**src/rtl/sel_rr_sampler.sv**
```systemverilog
// Round-robin sampler for a 4-to-1 2-bit selector: picks a requester, settles SEL, samples MUX_IN.
// Optional O_READY timeout with DROP pulse is enabled by defining SEL_RR_TIMEOUT_EN.
module sel_rr_sampler #(
  parameter int HOLD_CYC = 2,
  parameter int TMO_CYC  = 16
) (
  input  logic       CLK,
  input  logic       RST,
  input  logic [3:0] REQ,
  input  logic [1:0] MUX_IN,
  output logic [1:0] SEL,
  output logic [3:0] GNT,
  output logic       O_VALID,
  output logic [1:0] O_DATA,
  output logic [1:0] O_CH,
  input  logic       O_READY,
  output logic       DROP
);

  generate
    if (HOLD_CYC < 1 || HOLD_CYC > 15 || TMO_CYC < 2 || TMO_CYC > 255) begin : g_bad_param
      $error("sel_rr_sampler: HOLD_CYC or TMO_CYC out of range");
    end
  endgenerate

  typedef enum logic [1:0] {
    IDLE   = 2'd0,
    SETTLE = 2'd1,
    OUTPUT = 2'd2
  } state_t;

  state_t     state_q, state_d;
  logic [3:0] cnt_q, cnt_d;
  logic [1:0] sel_q, sel_d;
  logic [1:0] last_q, last_d;
  logic [1:0] o_data_q, o_data_d;
  logic [1:0] o_ch_q, o_ch_d;
  logic       o_valid_q, o_valid_d;
  logic [3:0] gnt_q, gnt_d;
  logic [1:0] pick_ch;

`ifdef SEL_RR_TIMEOUT_EN
  logic [7:0] tmo_q, tmo_d;
  logic       drop_q, drop_d;
`endif

  // Search upward from last+1; descending loop lets the nearest hit win.
  always_comb begin
    pick_ch = 2'd0;
    for (int i = 4; i >= 1; i--) begin
      if (REQ[2'(last_q + 2'(i))]) pick_ch = 2'(last_q + 2'(i));
    end
  end

  always_comb begin
    state_d   = state_q;
    cnt_d     = cnt_q;
    sel_d     = sel_q;
    last_d    = last_q;
    o_data_d  = o_data_q;
    o_ch_d    = o_ch_q;
    o_valid_d = o_valid_q;
    gnt_d     = 4'b0000;
`ifdef SEL_RR_TIMEOUT_EN
    tmo_d     = tmo_q;
    drop_d    = 1'b0;
`endif
    case (state_q)
      IDLE: begin
        if (|REQ) begin
          sel_d   = pick_ch;
          cnt_d   = 4'd0;
          state_d = SETTLE;
        end
      end
      SETTLE: begin
        cnt_d = cnt_q + 4'd1;
        if (cnt_q == 4'(HOLD_CYC - 1)) begin
          o_data_d  = MUX_IN;
          o_ch_d    = sel_q;
          o_valid_d = 1'b1;
          gnt_d     = 4'b0001 << sel_q;
          state_d   = OUTPUT;
`ifdef SEL_RR_TIMEOUT_EN
          tmo_d     = 8'd0;
`endif
        end
      end
      OUTPUT: begin
        if (O_READY) begin
          last_d    = o_ch_q;
          o_valid_d = 1'b0;
          state_d   = IDLE;
        end
`ifdef SEL_RR_TIMEOUT_EN
        else if (tmo_q == 8'(TMO_CYC - 1)) begin
          last_d    = o_ch_q;
          o_valid_d = 1'b0;
          drop_d    = 1'b1;
          state_d   = IDLE;
        end else begin
          tmo_d = tmo_q + 8'd1;
        end
`endif
      end
      default: state_d = IDLE;
    endcase
  end

  always_ff @(posedge CLK or posedge RST) begin
    if (RST) begin
      state_q   <= IDLE;
      cnt_q     <= 4'd0;
      sel_q     <= 2'd0;
      last_q    <= 2'd3;
      o_data_q  <= 2'd0;
      o_ch_q    <= 2'd0;
      o_valid_q <= 1'b0;
      gnt_q     <= 4'b0000;
    end else begin
      state_q   <= state_d;
      cnt_q     <= cnt_d;
      sel_q     <= sel_d;
      last_q    <= last_d;
      o_data_q  <= o_data_d;
      o_ch_q    <= o_ch_d;
      o_valid_q <= o_valid_d;
      gnt_q     <= gnt_d;
    end
  end

`ifdef SEL_RR_TIMEOUT_EN
  always_ff @(posedge CLK or posedge RST) begin
    if (RST) begin
      tmo_q  <= 8'd0;
      drop_q <= 1'b0;
    end else begin
      tmo_q  <= tmo_d;
      drop_q <= drop_d;
    end
  end

  assign DROP = drop_q;
`else
  assign DROP = 1'b0;
`endif

  assign SEL     = sel_q;
  assign GNT     = gnt_q;
  assign O_VALID = o_valid_q;
  assign O_DATA  = o_data_q;
  assign O_CH    = o_ch_q;

endmodule

```
**config.mk**
```make
export PLATFORM = sky130hd
export DESIGN_NAME = sel_rr_sampler
export DESIGN_NICKNAME = d
export VERILOG_FILES = /design/src/rtl/sel_rr_sampler.sv
export SDC_FILE = /design/constraint.sdc
export NUM_CORES = 1
export LEC_CHECK = 0
export CAP_MARGIN = 20
export CORE_MARGIN = 4
export CORE_UTILIZATION = 51
export DETAILED_ROUTE_END_ITERATION = 8
export PLACE_DENSITY = 0.82
export SETUP_SLACK_MARGIN = 0.4
export SLEW_MARGIN = 20
export SYNTH_ARGS = -nofsm -noshare
export SYNTH_HDL_FRONTEND = slang
export SYNTH_SLANG_ARGS = --single-unit
export TNS_END_PERCENT = 1
```
**constraint.sdc**
```tcl
create_clock -name CLK -period 3.8 [get_ports CLK]
set_input_delay 0.76 -clock CLK [delete_from_list [all_inputs] [get_ports CLK]]
set_output_delay 0.76 -clock CLK [all_outputs]
set_load 0.02 [all_outputs]
```
==> run_results.csv <==
group,metric,value,unit
cts,path_clk_slew,110,ps
power_and_ir_drop,ir_drop,0.000383,V
grt,grt_max_degree,20,
setup_path,path_cells,"clkdlybuf4s50_1",
synth,synth_cell_types,31,
sta,fin_crit_sh,56.7,%
setup_path,cp.required,3040,ps
route,via_per_inst,5.37,
synth,avgSynthCellArea,10.5,um2
sta,drv_slew,0,
floorplan,initial_utilization,56.0,%
setup_path,path_delay_family,"buffers and inverters",
placed_design,dpl.hpwl,1220,um
power_and_ir_drop,p_leak,0.500,nW
sta,tightestPinTransition,682,ps
cts,cts.sinks,19,
sta,fmax,464,MHz
sta,setup_viol,0,
floorplan,die_x,49.6,um
cts,htree_num_levels,1,
sta,holdWs,482,ps
setup_path,max_stage_delay,640,ps
sta,fin_skew,2.05,ps
layout,fin_nets,118,
route,dr.pass1.iters,2,
layout,n_antenna_cell,0,
setup_path,arrival,1400,ps
layout,final_cells,122,
cts,insertion_delay,290,ps
synth,netlist_area,882,um2
synth,syn-instance-count,84,
cts,numCtsBuffers,3,
worst_hold_path,min_path_type,"reg2reg",
setup_path,crit_path_start_kind,"flop",
grt,first_global_vias,635,
sta,rsz0062_at_grt,"false",
layout,final_core_util,70.6,%
status,outcome,"finished, final reports clean",
sta,layout_setup_ws,1640,ps
cts,cts_tree,"done",
synth,synth_nets,95,
grt,grt_first_pass_wirelength,2880,um
sta,fin_crit,2160,ps
sta,slew_headroom,54.5,%
route,routed_wl,1530,um
placed_design,dp_cells,118,
cts,postCtsResizedCells,0,
worst_hold_path,hold_path_depth,2,
floorplan,rows,14,
setup_path,crit_path_top_delay_cell,"clkdlybuf4s50_1",
grt,track_usage,15.4,%
synth,yosysWarnings,0,
setup_path,r2r.worst_path.cells,6,
placed_design,portBuffers,19,
cts,clock_path_buffers,2,
sta,hold_viol,0,
cts,postCtsHoldBufs,0,
grt,gr-total-overflow,0,
floorplan,die_h,49.6,um
setup_path,cp-end-kind,"output port",
synth,yosys_register_bits,19,
route,drt-wirelength-per-cell,12.5,um
layout,drive_gt1_share,14.2,%
grt,antenna_found_initial,0,
setup_path,crit_fanout,7,
synth,ys_seq_area_share,54.2,%
layout,syn2layout_area_growth,26.1,%
placed_design,dp_worst_setup_slack,1750,ps
setup_path,crit_cells,1,
sta,fin_tns_setup,0,ps
placed_design,gp_congestion,0.804,
floorplan,core,1580,um2
floorplan,die_area,2460,um2
power_and_ir_drop,p_per_area,739,nW/um2
cts,cts_root_buf,"clkbuf_4",
setup_path,path_class,"reg2out",
floorplan,io_pins,21,
job,drv_cap,0,
setup_path,crit_buf_inv,1,
route,vias,655,
route,remaining_drc_errors,0,
cts,post_cts_buffers,0,
route,antenna_left,0,
route,drt_iter0_markers,3,
[per-layer routing]
| layer | global-route usage, % | routed length, um |
|---|---|---|
| met4 | 6.91 | 23 |
| met2 | 24.7 | 676 |
| met3 | 3.31 | 91 |
| met1 | 19.9 | 736 |
| met5 | 0 | 0 |
[flip-flops by register name (all words and copies together), names as in the netlist]
name / flops
GNT: 4
cnt_q: 4
O_CH: 2
O_DATA: 2
SEL: 2
last_q: 2
state_q: 2
O_VALID: 1
[synth_stat cells]
| cell | n | area share (%) |
|---|---|---|
| dfrtp_1 | 17 | 48 |
| nand2_1 | 17 | 7.2 |
| nor2_1 | 5 | 2.1 |
| nand2b_1 | 4 | 2.8 |
| nand3_1 | 4 | 2.3 |
| o21ai_1 | 4 | 2.3 |
| inv_1 | 3 | 1.3 |
| o21ai_0 | 3 | 1.7 |
| dfstp_2 | 2 | 6.0 |
| ha_1 | 2 | 2.8 |
| nand2_2 | 2 | 1.4 |
| nor3_1 | 2 | 1.1 |
| a31oi_2 | 1 | 1.4 |
| and2_1 | 1 | 0.71 |
| and3_1 | 1 | 0.71 |
| buf_4 | 1 | 0.85 |
| conb_1 | 1 | 0.43 |
| mux2_1 | 1 | 1.3 |
| mux2_2 | 1 | 1.3 |
| nand2b_4 | 1 | 1.6 |
| nand3b_1 | 1 | 0.85 |
| nor2b_2 | 1 | 0.99 |
| nor3b_1 | 1 | 0.85 |
| nor3b_2 | 1 | 1.4 |
| nor4_4 | 1 | 2.4 |
| o211ai_1 | 1 | 0.85 |
| o21a_1 | 1 | 0.85 |
| o221ai_1 | 1 | 0.99 |
| o22a_1 | 1 | 0.99 |
| or2b_4 | 1 | 1.3 |
| xor2_1 | 1 | 0.99 |
[final timing paths]
| path | slack (ps) | startpoint | to |
|---|---|---|---|
| min in group asynchronous | 860 | RST | cnt_q[3] |
| worst max register to register | 2460 | cnt_q[1] | GNT[2] |
| worst max-delay path | 1640 | SEL[0] | SEL[0] |
| worst min-delay path | 480 | O_DATA[1] | O_DATA[1] |
| max in group asynchronous | 2510 | RST | O_DATA[0] |
| worst min register to register | 480 | O_DATA[1] | O_DATA[1] |
[metrics by stage]
step / area [um2] / power [W]
floorplan: 882 / 0.000589
global placement: 1080 / 0.000719
detailed placement: 1080 / 0.000731
CTS: 1110 / 0.000831
global route: 1110 / 0.000897
finish: 1110 / 0.000822
[logic make-up after synthesis]
logic type                 share of synthesized area, %
AOI/OAI and AO/OA                                  9.08
xor gates and xnor gates                          0.993
adders and majority gates                          2.84
buffers and inverters                              2.13
DFF                                                54.2
muxes                                              2.55
other                                             0.425
and+or+nand+nor                                    27.8
[tightest hold or removal path, cell delays in order (launching register included)]
cell	delay, ps
dfrtp_1	360
nand2_1	50
nand2_1	50
[area by class of cell]
class / count / area [um2]
flip-flops and latches: 19 / 478
fillers: 135 / 464
multi-input cells: 61 / 385
repair buffers: 19 / 190
clock buffers: 3 / 22.5
well taps: 16 / 20.0
inverters: 3 / 11.3
clock inverters: 1 / 5.00
[placed cells by master, fill, tap and decap left out, drive strengths merged, types with 2 or more instances in the layout]
master and n:
o21ai 7, dfstp 2, dfrtp 17, mux2 2, nand2 19, nand2b 5
nor2 5, clkbuf 3, nor3 2, nand3 4, clkdlybuf4s50 19, ha 2
nor3b 2, inv 3
[report_power, final]
group,internal [W],switching [W]
clock network,0.0000392,0.0000616
logic,0.000178,0.000188
registers,0.000284,0.0000713
total,0.000501,0.000321
No activity file was read; power rests on OpenSTA's default activity.
